**src/rtl/la_pkg.sv**
```systemverilog
// Shared definitions for the logic-analyzer trigger path: sequencer states,
// config register addresses and trig-unit command field encodings.
package la_pkg;

  typedef enum logic [2:0] {
    ST_IDLE,
    ST_LOAD,
    ST_ARM,
    ST_WAIT,
    ST_POST,
    ST_DONE
  } state_t;

  localparam logic [3:0] ADDR_CMD0 = 4'h0;
  localparam logic [3:0] ADDR_OCC0 = 4'h4;
  localparam logic [3:0] ADDR_LAST = 4'h8;
  localparam logic [3:0] ADDR_PRE  = 4'h9;
  localparam logic [3:0] ADDR_POST = 4'hA;
  localparam logic [3:0] ADDR_TMO  = 4'hB;

  // trig unit command nibble: {enable, compare, mode[1:0]}
  localparam int CMD_EN_BIT  = 3;
  localparam int CMD_CMP_BIT = 2;
  localparam logic [1:0] MODE_LOW  = 2'b00;
  localparam logic [1:0] MODE_POS  = 2'b01;
  localparam logic [1:0] MODE_NEGE = 2'b10;
  localparam logic [1:0] MODE_HIGH = 2'b11;

  function automatic logic [3:0] trig_cmd(input logic en, input logic cmp,
                                          input logic [1:0] mode);
    return {en, cmp, mode};
  endfunction

endpackage

```
**src/rtl/trig_cfg_regs.sv**
```systemverilog
// Trigger sequencer config register file; writes are dropped while busy.
// Register 0xB (TIMEOUT) exists only when TRIG_TIMEOUT_EN is defined.
module trig_cfg_regs
  import la_pkg::*;
#(
  parameter int NCH  = 8,
  parameter int NSTG = 4,
  parameter int CNTW = 16
) (
  input  logic                       clk_i,
  input  logic                       rst_i,
  input  logic                       we_i,
  input  logic [3:0]                 addr_i,
  input  logic [31:0]                data_i,
  input  logic                       busy_i,
  output logic [NSTG-1:0][NCH*4-1:0] cmd_o,
  output logic [NSTG-1:0][CNTW-1:0]  occ_o,
  output logic [1:0]                 last_o,
  output logic [CNTW-1:0]            pre_o,
  output logic [CNTW-1:0]            post_o
`ifdef TRIG_TIMEOUT_EN
 ,output logic [CNTW-1:0]            tmo_o
`endif
);

  logic [NSTG-1:0][NCH*4-1:0] cmd_q;
  logic [NSTG-1:0][CNTW-1:0]  occ_q;
  logic [1:0]                 last_q;
  logic [CNTW-1:0]            pre_q;
  logic [CNTW-1:0]            post_q;
`ifdef TRIG_TIMEOUT_EN
  logic [CNTW-1:0]            tmo_q;
`endif

  logic wr_ok;
  assign wr_ok = we_i && !busy_i;

  always_ff @(posedge clk_i or posedge rst_i) begin
    if (rst_i) begin
      cmd_q  <= '0;
      occ_q  <= '0;
      last_q <= '0;
      pre_q  <= '0;
      post_q <= '0;
`ifdef TRIG_TIMEOUT_EN
      tmo_q  <= '0;
`endif
    end else if (wr_ok) begin
      // stage slots beyond NSTG are left undecoded
      for (int s = 0; s < NSTG; s++) begin
        if (addr_i == ADDR_CMD0 + 4'(s)) cmd_q[s] <= data_i[NCH*4-1:0];
        if (addr_i == ADDR_OCC0 + 4'(s)) occ_q[s] <= data_i[CNTW-1:0];
      end
      if (addr_i == ADDR_LAST) last_q <= data_i[1:0];
      if (addr_i == ADDR_PRE)  pre_q  <= data_i[CNTW-1:0];
      if (addr_i == ADDR_POST) post_q <= data_i[CNTW-1:0];
`ifdef TRIG_TIMEOUT_EN
      if (addr_i == ADDR_TMO)  tmo_q  <= data_i[CNTW-1:0];
`endif
    end
  end

  assign cmd_o  = cmd_q;
  assign occ_o  = occ_q;
  assign last_o = last_q;
  assign pre_o  = pre_q;
  assign post_o = post_q;
`ifdef TRIG_TIMEOUT_EN
  assign tmo_o  = tmo_q;
`endif

endmodule

```
**src/rtl/trig_ctrl.sv**
```systemverilog
// Multi-stage trigger sequencer driving a bank of trig units.
// Optional WAIT timeout / force-trigger enabled by TRIG_TIMEOUT_EN.
module trig_ctrl
  import la_pkg::*;
#(
  parameter int NCH  = 8,
  parameter int NSTG = 4,
  parameter int CNTW = 16
) (
  input  logic             CLK,
  input  logic             RST,
  input  logic             CfgWE,
  input  logic [3:0]       CfgAddr,
  input  logic [31:0]      CfgData,
  input  logic             Start,
  input  logic             Abort,
  input  logic [NCH-1:0]   ResTri,
  output logic [NCH*4-1:0] TrigCmd,
  output logic [NCH-1:0]   TrigWE,
  output logic             TrigInit,
  output logic             TrigEN,
  output logic             CapEn,
  output logic             Busy,
  output logic             Triggered,
  output logic             Done,
  output logic [1:0]       Stage,
  output logic [CNTW-1:0]  TrigPos
);

  logic [NSTG-1:0][NCH*4-1:0] cfg_cmd;
  logic [NSTG-1:0][CNTW-1:0]  cfg_occ;
  logic [1:0]                 cfg_last;
  logic [CNTW-1:0]            cfg_pre;
  logic [CNTW-1:0]            cfg_post;
`ifdef TRIG_TIMEOUT_EN
  logic [CNTW-1:0]            cfg_tmo;
  logic [CNTW-1:0]            tmo_cnt_q, tmo_cnt_d;
`endif

  state_t            state_q, state_d;
  logic [1:0]        stage_q, stage_d;
  logic [CNTW-1:0]   cap_cnt_q, cap_cnt_d;
  logic [CNTW-1:0]   mcnt_q, mcnt_d;
  logic [CNTW-1:0]   post_cnt_q, post_cnt_d;
  logic [CNTW-1:0]   trig_pos_q, trig_pos_d;
  logic              triggered_q, triggered_d;
  logic              done_q, done_d;
  logic              init_q, init_d;
  logic              en_q, en_d;
  logic              cap_en_q, cap_en_d;
  logic              busy_q, busy_d;
  logic [NCH-1:0]    we_q, we_d;
  logic [NCH*4-1:0]  cmd_q, cmd_d;
  logic              start_q, start_d;
  logic              abort_q, abort_d;
  logic              res_and_q, res_and_d;
  logic              samp_vld_q, samp_vld_d;
  logic [CNTW-1:0]   samp_cnt_q, samp_cnt_d;

  logic [1:0]        last_eff;
  logic              match;
  logic              sat;
  logic              fire;
  logic              forced;

  trig_cfg_regs #(
    .NCH  (NCH),
    .NSTG (NSTG),
    .CNTW (CNTW)
  ) u_regs (
    .clk_i  (CLK),
    .rst_i  (RST),
    .we_i   (CfgWE),
    .addr_i (CfgAddr),
    .data_i (CfgData),
    .busy_i (busy_q),
    .cmd_o  (cfg_cmd),
    .occ_o  (cfg_occ),
    .last_o (cfg_last),
    .pre_o  (cfg_pre),
    .post_o (cfg_post)
`ifdef TRIG_TIMEOUT_EN
   ,.tmo_o  (cfg_tmo)
`endif
  );

  always_ff @(posedge CLK or posedge RST) begin
    if (RST) begin
      state_q     <= ST_IDLE;
      stage_q     <= '0;
      cap_cnt_q   <= '0;
      mcnt_q      <= '0;
      post_cnt_q  <= '0;
      trig_pos_q  <= '0;
      triggered_q <= 1'b0;
      done_q      <= 1'b0;
      init_q      <= 1'b0;
      en_q        <= 1'b0;
      cap_en_q    <= 1'b0;
      busy_q      <= 1'b0;
      we_q        <= '0;
      cmd_q       <= '0;
      start_q     <= 1'b0;
      abort_q     <= 1'b0;
      res_and_q   <= 1'b0;
      samp_vld_q  <= 1'b0;
      samp_cnt_q  <= '0;
`ifdef TRIG_TIMEOUT_EN
      tmo_cnt_q   <= '0;
`endif
    end else begin
      state_q     <= state_d;
      stage_q     <= stage_d;
      cap_cnt_q   <= cap_cnt_d;
      mcnt_q      <= mcnt_d;
      post_cnt_q  <= post_cnt_d;
      trig_pos_q  <= trig_pos_d;
      triggered_q <= triggered_d;
      done_q      <= done_d;
      init_q      <= init_d;
      en_q        <= en_d;
      cap_en_q    <= cap_en_d;
      busy_q      <= busy_d;
      we_q        <= we_d;
      cmd_q       <= cmd_d;
      start_q     <= start_d;
      abort_q     <= abort_d;
      res_and_q   <= res_and_d;
      samp_vld_q  <= samp_vld_d;
      samp_cnt_q  <= samp_cnt_d;
`ifdef TRIG_TIMEOUT_EN
      tmo_cnt_q   <= tmo_cnt_d;
`endif
    end
  end

  always_comb begin
    state_d     = state_q;
    stage_d     = stage_q;
    cap_cnt_d   = cap_cnt_q;
    mcnt_d      = mcnt_q;
    post_cnt_d  = post_cnt_q;
    trig_pos_d  = trig_pos_q;
    triggered_d = triggered_q;
    done_d      = done_q;
    init_d      = 1'b0;
    cmd_d       = cmd_q;
    fire        = 1'b0;
    forced      = 1'b0;
`ifdef TRIG_TIMEOUT_EN
    tmo_cnt_d   = tmo_cnt_q;
`endif

    // Inputs and the ResTri sample are registered; a sample counts only if it
    // was taken in WAIT and the FSM is still in WAIT when it is evaluated.
    start_d    = Start;
    abort_d    = Abort;
    res_and_d  = &ResTri;
    samp_vld_d = (state_q == ST_WAIT);
    samp_cnt_d = cap_cnt_q;

    last_eff = cfg_last & 2'(NSTG - 1);
    match    = (state_q == ST_WAIT) && samp_vld_q && res_and_q &&
               (samp_cnt_q >= cfg_pre);
    sat      = match && (mcnt_q == cfg_occ[stage_q]);

    if (cap_en_q && (cap_cnt_q != '1)) cap_cnt_d = cap_cnt_q + CNTW'(1);

    if (abort_q) begin
      state_d     = ST_IDLE;
      stage_d     = '0;
      triggered_d = 1'b0;
      done_d      = 1'b0;
      init_d      = 1'b1;
    end else begin
      unique case (state_q)
        ST_IDLE, ST_DONE: begin
          if (start_q) begin
            state_d     = ST_LOAD;
            stage_d     = '0;
            cap_cnt_d   = '0;
            post_cnt_d  = '0;
            triggered_d = 1'b0;
            done_d      = 1'b0;
          end
        end
        ST_LOAD: begin
          state_d = ST_ARM;
          mcnt_d  = '0;
`ifdef TRIG_TIMEOUT_EN
          tmo_cnt_d = '0;
`endif
        end
        ST_ARM: state_d = ST_WAIT;
        ST_WAIT: begin
          if (sat) begin
            if (stage_q < last_eff) begin
              stage_d = stage_q + 2'd1;
              state_d = ST_LOAD;
            end else begin
              fire       = 1'b1;
              trig_pos_d = samp_cnt_q;
            end
          end else if (match) begin
            mcnt_d = mcnt_q + CNTW'(1);
          end
`ifdef TRIG_TIMEOUT_EN
          tmo_cnt_d = tmo_cnt_q + CNTW'(1);
          if (!sat && (cfg_tmo != '0) && (tmo_cnt_q == cfg_tmo - CNTW'(1))) begin
            fire       = 1'b1;
            forced     = 1'b1;
            trig_pos_d = cap_cnt_q;
          end
`endif
          if (fire) begin
            triggered_d = 1'b1;
            post_cnt_d  = '0;
            if ((cfg_post == '0) && !forced) begin
              state_d = ST_DONE;
              done_d  = 1'b1;
              init_d  = 1'b1;
            end else begin
              state_d = ST_POST;
            end
          end
        end
        ST_POST: begin
          if (post_cnt_q == cfg_post) begin
            state_d = ST_DONE;
            done_d  = 1'b1;
            init_d  = 1'b1;
          end else begin
            post_cnt_d = post_cnt_q + CNTW'(1);
          end
        end
        default: state_d = ST_IDLE;
      endcase
    end

    en_d     = (state_d == ST_ARM) || (state_d == ST_WAIT);
    busy_d   = state_d inside {ST_LOAD, ST_ARM, ST_WAIT, ST_POST};
    cap_en_d = (state_d inside {ST_ARM, ST_WAIT, ST_POST}) ||
               ((state_d == ST_LOAD) && (stage_d != '0));
    we_d     = (state_d == ST_LOAD) ? '1 : '0;
    if (state_d == ST_LOAD) cmd_d = cfg_cmd[stage_d];
  end

  assign TrigCmd   = cmd_q;
  assign TrigWE    = we_q;
  assign TrigInit  = init_q;
  assign TrigEN    = en_q;
  assign CapEn     = cap_en_q;
  assign Busy      = busy_q;
  assign Triggered = triggered_q;
  assign Done      = done_q;
  assign Stage     = stage_q;
  assign TrigPos   = trig_pos_q;

endmodule

```
**config.mk**
```make
export PLATFORM = sky130hd
export DESIGN_NAME = trig_ctrl
export DESIGN_NICKNAME = d
export VERILOG_FILES = /design/src/rtl/la_pkg.sv /design/src/rtl/trig_cfg_regs.sv /design/src/rtl/trig_ctrl.sv
export SDC_FILE = /design/constraint.sdc
export NUM_CORES = 1
export LEC_CHECK = 0
export BUFFER_PORTS_ARGS = -buffer_cell sky130_fd_sc_hd__buf_4
export CAP_MARGIN = 10
export CORE_ASPECT_RATIO = 1.1
export CORE_MARGIN = 4
export CORE_UTILIZATION = 45
export CTS_CLUSTER_DIAMETER = 30
export DETAILED_ROUTE_END_ITERATION = 8
export PLACE_DENSITY_LB_ADDON = 0.05
export SLEW_MARGIN = 20
export SYNTH_ARGS = -nofsm -noshare
export SYNTH_HDL_FRONTEND = slang
export SYNTH_SLANG_ARGS = --single-unit
```
**constraint.sdc**
```tcl
create_clock -name CLK -period 10.5 [get_ports CLK]
set_input_delay 0.525 -clock CLK [delete_from_list [all_inputs] [get_ports CLK]]
set_output_delay 0.525 -clock CLK [all_outputs]
set_load 0.005 [all_outputs]
```
==> impl_metrics.env, run 1 <==
export IMPL_finalNetCount=1445
export IMPL_synth_edf_count=0
export IMPL_cts_made_buffers=81
export IMPL_grt_pass1_vias=10950
export IMPL_grt_pass1_wl_mm=63.69
export IMPL_finalSetupViolCount=0
export IMPL_ys_ff_latch=354
export IMPL_slew_viol_final=0
export IMPL_final_setup_tns_ns=0
export IMPL_wl_per_cell_microns=20.58
export IMPL_drtIter0Drc=611
export IMPL_ys_seq_area_frac=0.5490
export IMPL_via_count=10550
export IMPL_dp_hpwl_mm=24.26
export IMPL_status="finished clean"
export IMPL_cts_sinks=354
export IMPL_syn_nets=1325
export IMPL_largest_reg_flops=128
export IMPL_cts_resized=0
export IMPL_fin_crit_ns=4.842
export IMPL_netlist_area_sq_um=16140
export IMPL_ys_types=52
export IMPL_finalHoldViolations=0
export IMPL_wl_mm=39.56
export IMPL_ys_top_cells_by_count="354 x dfrtp_1, 243 x mux2_2, 77 x nand2_1"
export IMPL_post_cts_buffers=0
export IMPL_critPathLaunch="Stage[0]"
export IMPL_maxCapViolCount=0
export IMPL_hold_class="in -> reg"
export IMPL_post_route_util=0.5687
export IMPL_critPathLaunchType="flip-flop"
export IMPL_clk_pin_slew_worst_paths_ns=0.04
export IMPL_synth_warnings=0
export IMPL_cts_tree="built"
export IMPL_synthCells=1256
export IMPL_end_kind="flip-flop"
export IMPL_io_pin_count=113
export IMPL_tightestPinTransition_ns=1.051
export IMPL_yosysTopAreaCell="dfrtp_1"
export IMPL_min_period_over_period=0.4612
export IMPL_synth_avg_cell_area_sq_um=12.85
export IMPL_cp_arrival_ns=5.27
export IMPL_antenna_left=0
export IMPL_yosys_top_cells_area="dfrtp_1 55%, mux2_2 17%, xnor2_1 2.4%"
export IMPL_critPathRequiredTime_ns=10.93
export IMPL_clk_latency_ns=0.59
export IMPL_grtUsageTotal=0.2078
export IMPL_rsz0062_at_grt="false"
export IMPL_drc=0
export IMPL_die_w_microns=188.5
export IMPL_p_leak_uw=0.009052
export IMPL_synthArstFlopShare=1.000
export IMPL_clockBufferDepth=3
export IMPL_io_buffers=112
export IMPL_min_from="Start"
export IMPL_synth_ff_type="dfrtp_1"
export IMPL_slew_limit_headroom=0.2969
export IMPL_peakVddDrop_mv=0.1406
export IMPL_critPathKind="reg -> reg"
export IMPL_grt_max_degree=164
export IMPL_core_area_sq_um=35310
export IMPL_cts_root_buf="clkbuf_16"
export IMPL_rows=72
export IMPL_timing_fmax_mhz=206.5
export IMPL_start_util=0.4569
export IMPL_syn2layout_area_growth_pct=24.47
export IMPL_critPathMaxFanout=66
export IMPL_synth_top_area_frac=0.5490
export IMPL_die_h_microns=206.6
export IMPL_viasPerCell=5.486
export IMPL_antenna_cells=0
export IMPL_drt_pass1_iterations=4
export IMPL_skew_ns=0.01730
export IMPL_worstReg2RegStart="Stage[0]"
export IMPL_cts_hold_buf=0
export IMPL_grt_overflow_total=0
export IMPL_drive_above_1_share=0.3838
export IMPL_fp_dieArea_sq_um=38950
export IMPL_antenna_found_initial=0
export IMPL_power_density_nw_per_um2=249.3
export IMPL_cts_max_level=3
export IMPL_gp_congestion=0.8315
export IMPL_synth_most_common_cell="dfrtp_1"
-- metrics by stage --
step                area, sq um  hold slack [ns]  std cells  total power (uW)  setup slack (ns)
global placement          17320           0.4030       1774              2523             5.695
detailed placement        17320           0.4121       1774              2541             5.437
floorplan                 16140           0.3850       1256              2292            0.1548
CTS                       20080          0.02145       1922              5075             5.443
global route              20080          0.02653       1922              5248             5.372
finish                    20080          0.05022       1922              5007             5.658
-- cells in the final DEF, fill, tap and decap left out, types with 9 or more instances in the layout --
cell type | Yosys | final
clkbuf_16 | 0 | 82
and3_1 | 11 | 10
or4_1 | 11 | 10
nand3_1 | 14 | 14
nand4_1 | 20 | 20
nand2_1 | 77 | 76
clkinv_2 | 0 | 15
xnor2_1 | 44 | 44
xor2_1 | 21 | 21
clkinvlp_4 | 0 | 12
dfrtp_1 | 354 | 353
mux4_2 | 16 | 16
mux2i_1 | 33 | 33
o21ai_0 | 17 | 17
ha_1 | 20 | 20
o221ai_1 | 32 | 32
inv_1 | 23 | 22
a221oi_1 | 22 | 22
nor2_1 | 56 | 56
buf_4 | 10 | 125
mux2_2 | 243 | 243
a21oi_1 | 25 | 25
clkbuf_8 | 0 | 9
a221oi_2 | 10 | 10
nor2b_1 | 34 | 34
-- path summary, 6_finish.rpt --
kind | end | slack [ns] | depth (start not counted)
worst max-delay path | TrigCmd[23] | 5.66 | 11
worst min-delay path | start_q | 0.05 | 1
worst max register to register | TrigCmd[23] | 5.66 | 11
worst min register to register | samp_cnt_q[3] | 0.42 | 0
max in group asynchronous | u_regs.occ_o[53] | 8.88 | 3
min in group asynchronous | post_cnt_q[3] | 0.12 | 2
-- area by class of cell --
type	instances	area [sq um]
flip-flops and latches	354	8860
repair buffers	126	958.4
multi-input cells	789	6812
clock buffers	99	2206
clock inverters	49	549.3
inverters	24	97.59
fillers	2976	15230
well taps	481	601.8
-- where the power goes --
| group | switching (uW) | leakage (uW) | internal (uW) | total [uW] |
|---|---|---|---|---|
| combinational | 268 | 0.00315 | 389 | 657 |
| clock | 800 | 0.00133 | 1690 | 2490 |
| sequential | 188 | 0.00457 | 1670 | 1860 |
-- routing by layer --
| metal | GRT usage | vias to the layer above | part of all wire |
|---|---|---|---|
| met1 | 0.2916 | 5413 | 0.46 |
| met4 | 0.07444 | 0 | 0.025 |
| li1 | - | 4839 | - |
| met2 | 0.3282 | 223 | 0.47 |
| met5 | 0 | - | 0 |
| met3 | 0.03835 | 70 | 0.046 |
-- logic make-up (layout without fill, tap and decap cells) --
family / Yosys count / in the layout / synth area share
AOI/OAI and AO/OA: 145 / 145 / 0.07025
xor gates and xnor gates: 65 / 65 / 0.03528
adders and majority gates: 20 / 20 / 0.01551
buffers and inverters: 113 / 298 / 0.03117
DFF: 354 / 354 / 0.5490
muxes: 292 / 292 / 0.2124
and+or+nand+nor: 267 / 267 / 0.08638
-- critical path, stage by stage, from the launching register on --
cell and delay (ns):
dfrtp_1 0.96, mux4_2 0.63, xnor2_1 0.15, nand4_1 0.17
or4_4 0.60, nor4_4 0.47, or4_2 0.22, buf_4 0.63
inv_2 0.12, nand2_1 0.10, buf_4 0.38, o221ai_1 0.20
Power figures use the tool's default switching activity.
==> inputs of run 2 (changes only) <==
- clock period: 10.5 -> 4.1 ns (I/O delays scaled with it)
==> impl_metrics.env, run 2 (synthesis gave the netlist of run 1 again) <==
export IMPL_status="finished clean"
export IMPL_drtIter0Drc=596
export IMPL_wl_per_cell_microns=20.83
export IMPL_cts_made_buffers=81
export IMPL_p_leak_uw=0.009366
export IMPL_rsz0062_at_grt="false"
export IMPL_fin_area_sq_um=20740
export IMPL_slew_viol_final=0
export IMPL_cts_sinks=354
export IMPL_hold_class="in -> reg"
export IMPL_antenna_cells=0
export IMPL_mostFrequentLayoutCells="354 x dfrtp_1, 243 x mux2_2, 133 x buf_4"
export IMPL_peakVddDrop_mv=0.3579
export IMPL_slew_limit_headroom=0.2489
export IMPL_layout_commonest_cell="dfrtp_1"
export IMPL_ff_latch_area_sq_um=8859
export IMPL_io_pin_count=113
export IMPL_clockBufferDepth=3
export IMPL_critPathKind="reg -> reg"
export IMPL_critPathMaxFanout=33
export IMPL_skew_ns=0.01638
export IMPL_finalPower_uw=13140
export IMPL_placed_area_sq_um=17500
export IMPL_fillCellCount=2868
export IMPL_gp_congestion=0.7914
export IMPL_min_period_over_period=0.9341
export IMPL_antenna_left=0
export IMPL_clk_pin_slew_worst_paths_ns=0.05
export IMPL_syn2layout_area_growth_pct=28.51
export IMPL_finalNetCount=1494
export IMPL_finalSetupViolCount=0
export IMPL_wl_mm=41.10
export IMPL_timing_fmax_mhz=261.1
export IMPL_via_count=10830
export IMPL_finalHoldViolations=0
export IMPL_multiInputGateArea_sq_um=6825
export IMPL_cts_root_buf="clkbuf_16"
export IMPL_cp_arrival_ns=4.27
export IMPL_antenna_found_initial=0
export IMPL_viasPerCell=5.487
export IMPL_critPathRequiredTime_ns=4.54
export IMPL_drc=0
export IMPL_power_density_nw_per_um2=633.7
export IMPL_rows=72
export IMPL_drt_pass1_iterations=5
export IMPL_clk_latency_ns=0.58
export IMPL_end_kind="flip-flop"
export IMPL_dp_slack_ns=0.1320
export IMPL_final_setup_tns_ns=0
export IMPL_grt_pass1_wl_mm=65.43
export IMPL_die_w_microns=188.5
export IMPL_grt_pass1_vias=11370
export IMPL_cts_tree="built"
export IMPL_start_util=0.4569
export IMPL_fin_crit_ns=3.830
export IMPL_cts_max_level=3
export IMPL_grt_max_degree=92
export IMPL_io_buffers=112
export IMPL_setup_slack_ns=0.2700
export IMPL_dp_hpwl_mm=24.91
export IMPL_drive_above_1_share=0.3787
export IMPL_largest_reg_flops=128
export IMPL_core_area_sq_um=35310
export IMPL_grtUsageTotal=0.2131
export IMPL_grt_overflow_total=0
export IMPL_fp_dieArea_sq_um=38950
export IMPL_maxCapViolCount=0
export IMPL_die_h_microns=206.6
export IMPL_tightestPinTransition_ns=1.123
export IMPL_critPathLaunchType="flip-flop"
-- run 2: changes by cell type in the layout (fill, tap and decap cells not counted), sizes merged, moves of 4 or more --
cell,delta
inv,-4
dlygate4sd3,+33
buf,+15
clkbuf,+9
-- run 2: power breakdown --
part / total, uW / switching, uW / leakage [uW] / internal [uW]
Clock: 6650 / 2040 / 0.00139 / 4610
Combinational: 1740 / 703 / 0.00341 / 1040
Sequential: 4750 / 477 / 0.00457 / 4270
Total: 13100 / 3220 / 0.00937 / 9920
-- run 2: final timing paths --
kind,startpoint,end,slack (ns),cells after the start
min in group asynchronous,RST,u_regs.cmd_o[67],0.32,3
worst min-delay path,CfgData[15],u_regs.occ_o[47],0.03,2
worst max-delay path,Stage[0],TrigCmd[23],0.27,10
worst max register to register,Stage[0],TrigCmd[23],0.27,10
worst min register to register,cap_cnt_q[11],samp_cnt_q[11],0.42,0
max in group asynchronous,RST,cap_cnt_q[10],2.70,5
-- run 2: critical path, stage by stage, from the launching register on --
cell	delay [ns]
dfrtp_1	0.51
buf_4	0.26
mux4_2	0.32
xnor2_1	0.18
nand4_1	0.17
or4_4	0.66
nor4_4	0.47
a21o_4	0.51
buf_4	0.21
mux2i_1	0.20
o221ai_1	0.14
-- run 2: what timing repair did --
item | CTS | global route
hold endpoints to repair | 182 | 0
buffers inserted | 0 | 0
gates resized for setup | 0 | 1
hold buffers | 33 | 0
setup endpoints to repair | 0 | 14
-- run 2: metal layers --
layer	part of all wire	vias to the layer above	wire length (microns)	global-route usage
met5	0	-	0	0
met4	0.029	0	1190	0.09032
met3	0.039	70	1615	0.03851
met2	0.46	219	19090	0.3326
met1	0.47	5590	19210	0.2972
li1	-	4946	-	-
-- run 2: per-stage QoR --
stage,cells,utilization,hold slack (ns)
after floorplan,1256,-,0.2364
after global placement,1788,0.4955,0.3160
after global routing,1973,0.5872,0.02484
after detailed placement,1788,0.4955,0.3174
final,1973,0.5872,0.03298
after CTS,1971,0.5859,0.004099
-- run 2: final cells by class --
cell class	count	area share
timing repair buffer	174	0.07217
clock inverter	42	0.02745
clock buffer	108	0.1105
tap	481	0.02902
multi-input combinational	790	0.3292
inverter	24	0.004525
sequential	354	0.4272
